$ cat config.mk
export PLATFORM = sky130hd
export DESIGN_NAME = hazard_flush_ctrl_flat
export DESIGN_NICKNAME = d
export VERILOG_FILES = /design/src/rtl/hazard_flush_ctrl_if.sv /design/src/rtl/hazard_flush_ctrl.sv /design/src/flat_wrapper.sv
export SDC_FILE = /design/constraint.sdc
export NUM_CORES = 1
export LEC_CHECK = 0
export ABC_AREA = 1
export CAP_MARGIN = 10
export CORE_AREA = 2 2 78 58
export DETAILED_ROUTE_END_ITERATION = 10
export DIE_AREA = 0 0 80 60
export MAX_ROUTING_LAYER = met4
export PLACE_DENSITY = 0.86
export SYNTH_ARGS = -nofsm -noshare
export SYNTH_HDL_FRONTEND = slang
export SYNTH_SLANG_ARGS = --single-unit
export TNS_END_PERCENT = 100
$ cat constraint.sdc
create_clock -name clk -period 1.8 [get_ports clk]
set_clock_uncertainty 0.15 [all_clocks]
set_input_delay 0.27 -clock clk [delete_from_list [all_inputs] [get_ports clk]]
set_output_delay 0.27 -clock clk [all_outputs]
set_load 0.005 [all_outputs]
$ cat src/rtl/hazard_flush_ctrl_if.sv
// Pipeline hazard/flush control bundle: decoded ID/EX and EX/MEM fields in,
// stall/flush/freeze controls and stall statistics out.
interface hazard_flush_ctrl_if #(
  parameter int unsigned STALL_CNT_W = 16
);
  logic                   forward_en;
  logic [3:0]             src1;
  logic [3:0]             src2;
  logic                   src1_used;
  logic                   two_src;
  logic [3:0]             exe_dest;
  logic                   exe_wb_en;
  logic                   exe_mem_read;
  logic [3:0]             mem_dest;
  logic                   mem_wb_en;
  logic                   mem_access;
  logic                   branch_taken;
  logic                   hazard;
  logic                   freeze_all;
  logic                   flush;
  logic                   mem_ready;
  logic [STALL_CNT_W-1:0] stall_cycles;

  // Pipeline side: drives decoded fields, consumes controls.
  modport master (
    output forward_en, src1, src2, src1_used, two_src,
    output exe_dest, exe_wb_en, exe_mem_read,
    output mem_dest, mem_wb_en, mem_access, branch_taken,
    input  hazard, freeze_all, flush, mem_ready, stall_cycles
  );

  // Controller side.
  modport slave (
    input  forward_en, src1, src2, src1_used, two_src,
    input  exe_dest, exe_wb_en, exe_mem_read,
    input  mem_dest, mem_wb_en, mem_access, branch_taken,
    output hazard, freeze_all, flush, mem_ready, stall_cycles
  );
endinterface

$ cat src/rtl/hazard_flush_ctrl.sv
// Hazard / flush controller: RAW and load-use stall detection, branch flush
// with deferral across memory-wait freezes, multi-cycle data-memory wait
// sequencing and a saturating stall-cycle counter.
module hazard_flush_ctrl #(
  parameter int unsigned MEM_WAIT_CYCLES = 4,
  parameter int unsigned STALL_CNT_W     = 16
) (
  input logic              clk,
  input logic              rst,
  hazard_flush_ctrl_if.slave bus
);

  typedef enum logic {ST_RUN, ST_WAIT} state_t;

  localparam logic [3:0] WAIT_LOAD = 4'(MEM_WAIT_CYCLES - 1);

  state_t                 state_q, state_d;
  logic [3:0]             cnt_q, cnt_d;
  logic                   freeze_q;
  logic                   ready_q, ready_d;
  logic                   pending_q, pending_d;
  logic                   just_exited_q, just_exited_d;
  logic [STALL_CNT_W-1:0] stall_q;

  logic m1e, m2e, m1m, m2m;
  logic hazard_raw, hazard_w, flush_w;

  // RAW match terms and combinational hazard/flush outputs.
  always_comb begin
    m1e = bus.src1_used & bus.exe_wb_en & (bus.src1 == bus.exe_dest);
    m2e = bus.two_src   & bus.exe_wb_en & (bus.src2 == bus.exe_dest);
    m1m = bus.src1_used & bus.mem_wb_en & (bus.src1 == bus.mem_dest);
    m2m = bus.two_src   & bus.mem_wb_en & (bus.src2 == bus.mem_dest);
    if (bus.forward_en) hazard_raw = bus.exe_mem_read & (m1e | m2e);
    else                hazard_raw = m1e | m2e | m1m | m2m;
    // Pipeline is already held during a memory wait; no extra stall needed.
    hazard_w = hazard_raw & ~freeze_q;
    flush_w  = ~freeze_q & (bus.branch_taken | pending_q);
  end

  // Next-state logic for the memory-wait sequencer and flush deferral.
  always_comb begin
    state_d       = state_q;
    cnt_d         = cnt_q;
    ready_d       = 1'b0;
    just_exited_d = 1'b0;
    // A taken branch seen while frozen is held until the freeze lifts.
    pending_d     = freeze_q ? (pending_q | bus.branch_taken) : 1'b0;
    unique case (state_q)
      ST_RUN: begin
        // The EX/MEM register is still frozen on the first cycle after a
        // wait, so its mem_access is stale and must not retrigger.
        if (bus.mem_access && !just_exited_q) begin
          if (MEM_WAIT_CYCLES == 1) begin
            ready_d = 1'b1;
          end else begin
            state_d = ST_WAIT;
            cnt_d   = WAIT_LOAD;
            ready_d = (MEM_WAIT_CYCLES == 2);
          end
        end
      end
      ST_WAIT: begin
        if (cnt_q != 4'd0) cnt_d = cnt_q - 4'd1;
        // mem_ready is registered, so it is armed one cycle before cnt==1.
        if (cnt_q == 4'd2) ready_d = 1'b1;
        if (cnt_q <= 4'd1) begin
          state_d       = ST_RUN;
          just_exited_d = 1'b1;
        end
      end
      default: state_d = ST_RUN;
    endcase
  end

  // State, wait counter, registered controls and stall statistics.
  always_ff @(posedge clk or posedge rst) begin
    if (rst) begin
      state_q       <= ST_RUN;
      cnt_q         <= '0;
      freeze_q      <= 1'b0;
      ready_q       <= 1'b0;
      pending_q     <= 1'b0;
      just_exited_q <= 1'b0;
      stall_q       <= '0;
    end else begin
      state_q       <= state_d;
      cnt_q         <= cnt_d;
      freeze_q      <= (state_d == ST_WAIT);
      ready_q       <= ready_d;
      pending_q     <= pending_d;
      just_exited_q <= just_exited_d;
      if ((hazard_w || freeze_q) && (stall_q != '1)) stall_q <= stall_q + 1'b1;
    end
  end

  assign bus.hazard       = hazard_w;
  assign bus.flush        = flush_w;
  assign bus.freeze_all   = freeze_q;
  assign bus.mem_ready    = ready_q;
  assign bus.stall_cycles = stall_q;

endmodule

$ cat src/flat_wrapper.sv
// flat-port wrapper written by rule: the top's interface ports become plain ports
module hazard_flush_ctrl_flat 
#(
  parameter int unsigned MEM_WAIT_CYCLES = 4,
  parameter int unsigned STALL_CNT_W     = 16
)
  (clk, rst, bus_forward_en, bus_src1, bus_src2, bus_src1_used, bus_two_src, bus_exe_dest, bus_exe_wb_en, bus_exe_mem_read, bus_mem_dest, bus_mem_wb_en, bus_mem_access, bus_branch_taken, bus_hazard, bus_freeze_all, bus_flush, bus_mem_ready, bus_stall_cycles);
  hazard_flush_ctrl_if #(.STALL_CNT_W(STALL_CNT_W)) bus_i ();
  input logic clk;
  input logic rst;
  input wire logic [$bits(bus_i.forward_en)-1:0] bus_forward_en;
  input wire logic [$bits(bus_i.src1)-1:0] bus_src1;
  input wire logic [$bits(bus_i.src2)-1:0] bus_src2;
  input wire logic [$bits(bus_i.src1_used)-1:0] bus_src1_used;
  input wire logic [$bits(bus_i.two_src)-1:0] bus_two_src;
  input wire logic [$bits(bus_i.exe_dest)-1:0] bus_exe_dest;
  input wire logic [$bits(bus_i.exe_wb_en)-1:0] bus_exe_wb_en;
  input wire logic [$bits(bus_i.exe_mem_read)-1:0] bus_exe_mem_read;
  input wire logic [$bits(bus_i.mem_dest)-1:0] bus_mem_dest;
  input wire logic [$bits(bus_i.mem_wb_en)-1:0] bus_mem_wb_en;
  input wire logic [$bits(bus_i.mem_access)-1:0] bus_mem_access;
  input wire logic [$bits(bus_i.branch_taken)-1:0] bus_branch_taken;
  output wire logic [$bits(bus_i.hazard)-1:0] bus_hazard;
  output wire logic [$bits(bus_i.freeze_all)-1:0] bus_freeze_all;
  output wire logic [$bits(bus_i.flush)-1:0] bus_flush;
  output wire logic [$bits(bus_i.mem_ready)-1:0] bus_mem_ready;
  output wire logic [$bits(bus_i.stall_cycles)-1:0] bus_stall_cycles;
  assign bus_i.forward_en = bus_forward_en;
  assign bus_i.src1 = bus_src1;
  assign bus_i.src2 = bus_src2;
  assign bus_i.src1_used = bus_src1_used;
  assign bus_i.two_src = bus_two_src;
  assign bus_i.exe_dest = bus_exe_dest;
  assign bus_i.exe_wb_en = bus_exe_wb_en;
  assign bus_i.exe_mem_read = bus_exe_mem_read;
  assign bus_i.mem_dest = bus_mem_dest;
  assign bus_i.mem_wb_en = bus_mem_wb_en;
  assign bus_i.mem_access = bus_mem_access;
  assign bus_i.branch_taken = bus_branch_taken;
  assign bus_hazard = bus_i.hazard;
  assign bus_freeze_all = bus_i.freeze_all;
  assign bus_flush = bus_i.flush;
  assign bus_mem_ready = bus_i.mem_ready;
  assign bus_stall_cycles = bus_i.stall_cycles;
  hazard_flush_ctrl #(.MEM_WAIT_CYCLES(MEM_WAIT_CYCLES), .STALL_CNT_W(STALL_CNT_W)) u_core (.clk(clk), .rst(rst), .bus(bus_i));
endmodule
==> run summary <==
Averaged over all synthesized cells, the footprint is around 6.8 um^2. The critical path goes through ha_2 -> nand2_2 -> nor2_4 -> nand3_4 -> nor2_4 -> nand3_4 -> nand2_4 -> nand2_1 -> nand2_1. Of the synthesized area, sequential elements account for a little over a third.

The multiplexer area fraction after synthesis came out at 0%. The routed design could run at a clock period as short as roughly 1.8 ns. The overall fraction of global-route tracks in use is 20.8%.

The residual DRC count is 0. The fraction of layout instances using a drive strength above 1 is roughly 17%. The average wire per standard cell came out at roughly 13 um.

The initial utilization of the core area, before any placement, comes to around two fifths. The number of diodes is 0. The total of fill cells in the finished design is between 300 and 400. The layout overhead on the synthesized area is 44.6%. The final count of hold timing violations came out at 0. The largest single stage delay on the critical path is between 0.3 and 0.4 ns. The critical path endpoint category is a flop. The number of antenna violations at the first check in global routing came out at 0. The worst register-to-register path ends at u_core.bus.stall_cycles[15].

The via density per instance came out at roughly 4.9. Summing internal, switching and leakage power gives 2350 uW. The remaining global-route overflow came out at 0. The routed design has 4750 um of wire.

The final weighted congestion in routability-driven placement came out at between 0.9 and 1. The number of max-slew violations in the final report is 0. The HPWL after detailed placement came out at between 3000 and 4000 um. The data arrival time of the critical path came out at roughly 1.9 ns. Counting distinct cell types in the post-synthesis netlist gives 26.

The Yosys warning count is 0. The floorplan step defined a die boundary enclosing approximately 0.0048 mm^2. The critical path's top delay family is simple AND/OR/NAND/NOR gates. In this run the remaining antenna-violating nets after routing total 0.

The TritonCTS clock tree is built. The synthesized-area fraction occupied by xor and xnor cells came out at 6.64%. The count of hold buffers inserted by post-cts repair came out at 0.

The simple-gate portion of the synthesized area is 40.8%. In the finished design, the share of the clock period the worst path needs comes to around 99%. The detailed-route via count is 1,864.

The area of the mapped netlist is between 0.0015 and 0.002 mm^2. CTS placed an instance of clkbuf_8 at the clock tree root. The count of endpoints failing setup in the final report came out at 0. After synthesis, the largest family of logic cells by area is simple AND/OR/NAND/NOR gates. The cell total after placement came out at 370. Among all stages on the critical path, the largest delay is contributed by dfrtp_1. Of the total synthesized cell area, the portion taken by full adders, half adders and majority gates is under 10%. In this run, CTS created clock tree buffers numbering 3.

The total power divided by cell area is roughly 950 mW/mm^2. The tightest min-delay check is of the in -> async type. The leakage power total came out at 0.00129 uW. The fraction of synthesized cell area taken by the top area cell type is 35.0%. The count of boundary I/O pins came out at 46. Based on the critical path, the design can be clocked at up to 560 MHz. The x dimension of the die came out at approximately 80 um. STA classifies the critical path startpoint as a flop. The most frequent standard cell in the layout excluding fill and tap cells is nand2_1. The worst register-to-register path begins at u_core.bus.stall_cycles[1]. The net count after synthesis is 285. The timing startpoint of the critical path is u_core.bus.stall_cycles[1]. The data required time at the worst endpoint is roughly 1.9 ns. The count of placed standard cells in the final layout, fillers left out came out at about 380.

The flop and latch count out of synthesis came out at 24. Counting along the longest clock path gives a buffer depth of 2. In the post-synthesis netlist, the biggest area contributors are dfrtp_1 35%, nand2_1 21%, nand3_1 7.3%. The maximum fanout along the worst path is 9.

The maximum number of pins on one net before global-route repair came out at 25. Leaving out fill and tap cells, the most frequent cells in the layout are 93 x nand2_1, 31 x inv_1, 24 x nand3_1. The count of buffers from port buffering came out at 45. The number of buffers and inverters on the critical path is 0. The first detailed-routing pass ran for 5 iterations.

The detailed router finished its first iteration with 144 violations. After layout, the worst setup slack is between 0.01 and 0.015 ns. The standard-cell row count is 20. The y dimension of the die came out at about 60 um. Max-cap violations in this run came to 0.

Synthesis produced 254 cells. The via count of the first global-routing pass is roughly 1.7k. The run finished with clean final reports. The transition time of the tightest slew-check pin is about 0.42 ns. The clock insertion delay at the later pin of the skew report came out at ~0.27 ns. CTS built an H-tree with a depth of 1.

The final layout net count came out at 356. After clock tree synthesis, the clock-pin slew on the worst setup and hold paths is 0.08 ns. The instance area at placement came out at between 0.002 and 0.0025 mm^2.

The cell area after layout is between 0.002 and 0.0025 mm^2. Clock tree synthesis found a total of 24 sinks. Timing analysis after detailed placement gives a worst setup slack of -0.613 ns. The length in cells of the worst reg-to-reg path is 9. The maximum ir drop on the vdd rail came out at ~0.83 mV. The biggest area contributor in the post-synthesis netlist is dfrtp_1.

Setup repair after global routing could not meet its margin everywhere. The critical path class is reg -> reg. Measured against its own limit, the worst slew margin works out to 72.1%.

In this run the register-to-register setup slack is approximately 0.015 ns. The first-pass GRT wire length is approximately 7500 um. The placeable core region is 0.00410 mm^2. The fraction of the mapped netlist area in compound gates came out at around 4.7%.
[how the worst max path moves through the flow]
stage	endpoint	slack, ns	depth (start not counted)
floorplan	u_core.bus.stall_cycles[15]	0.07	9
global placement	bus_hazard	-0.58	10
detailed placement	bus_hazard	-0.61	10
CTS	bus_hazard	0.02	8
global route	u_core.bus.stall_cycles[6]	-0.06	8
finish	u_core.bus.stall_cycles[15]	0.01	9
[flip-flops by register name, summed over array words and instances (netlist names)]
name,count
u_core.bus.stall_cycles,16
u_core.cnt_q,4
u_core.bus.mem_ready,1
u_core.just_exited_q,1
u_core.pending_q,1
u_core.state_q,1
[metrics by stage]
stage          hold slack, ns  util [%]  TNS, ns
2_1_floorplan           0.135         -        0
3_3_place_gp            0.346      57.4    -6.48
3_5_place_dp            0.354      57.4    -6.96
4_1_cts                 0.205      58.9        0
5_1_grt                 0.221      60.5   -0.796
6_report                0.190      60.5        0
[per-layer routing]
metal	track usage (%)	wire [um]	vias up
li1	-	-	944
met4	2.91	50	0
met5	-	0	-
met2	33.5	2130	63
met1	28.7	2280	851
met3	3.32	283	6
[report_power, final]
| part | leakage (uW) | internal (uW) | switching (uW) |
|---|---|---|---|
| clock network | 0.0000288 | 196 | 174 |
| logic | 0.000946 | 537 | 593 |
| registers | 0.000313 | 686 | 165 |
| total | 0.00129 | 1420 | 932 |
[cell usage after synthesis]
cell type	count
a21oi_1	8
buf_2	2
buf_6	1
dfrtp_1	24
ha_1	5
inv_1	33
inv_2	3
nand2_1	94
nand2_2	1
nand2_4	1
nand3_1	25
nand3_2	2
nand3_4	1
nand4_1	3
nor2_1	22
nor2_4	2
nor3_1	3
nor3_2	1
nor4_1	2
o211ai_1	1
o21ai_0	4
o21ai_1	1
o32ai_1	1
or2_2	1
xnor2_1	5
xor2_1	8
[what timing repair did]
action | CTS | global route
resized for setup | 31 | 13
pin swaps | 7 | 8
setup endpoints to repair | 18 | 18
endpoints found under the hold margin | 0 | 0
setup buffers | 0 | 3
gates cloned | 1 | 1
[layout make-up]
class	count	area, um^2	share of cell area, %
clock buffers	4	55.1	2.22
repair buffers	67	589	23.8
multi-input cells	193	1030	41.5
well taps	55	68.8	2.77
inverters	36	135	5.45
flip-flops and latches	24	603	24.3
[logic make-up (layout without fill, tap and decap cells)]
| group | Yosys count | count (layout) |
|---|---|---|
| and+or+nand+nor | 158 | 160 |
| xor gates and xnor gates | 13 | 13 |
| DFF | 24 | 24 |
| AOI/OAI and AO/OA | 15 | 15 |
| buffers and inverters | 39 | 107 |
| adders and majority gates | 5 | 5 |
[worst register-to-register path: stages (launching register included)]
cell and delay (ns):
dfrtp_1 0.37, ha_2 0.19, nand2_2 0.07, nor2_4 0.16, nand3_4 0.11, nor2_4 0.19, nand3_4 0.19, nand2_4 0.18
nand2_1 0.06, nand2_1 0.06
(Power assumes the default switching activity.)
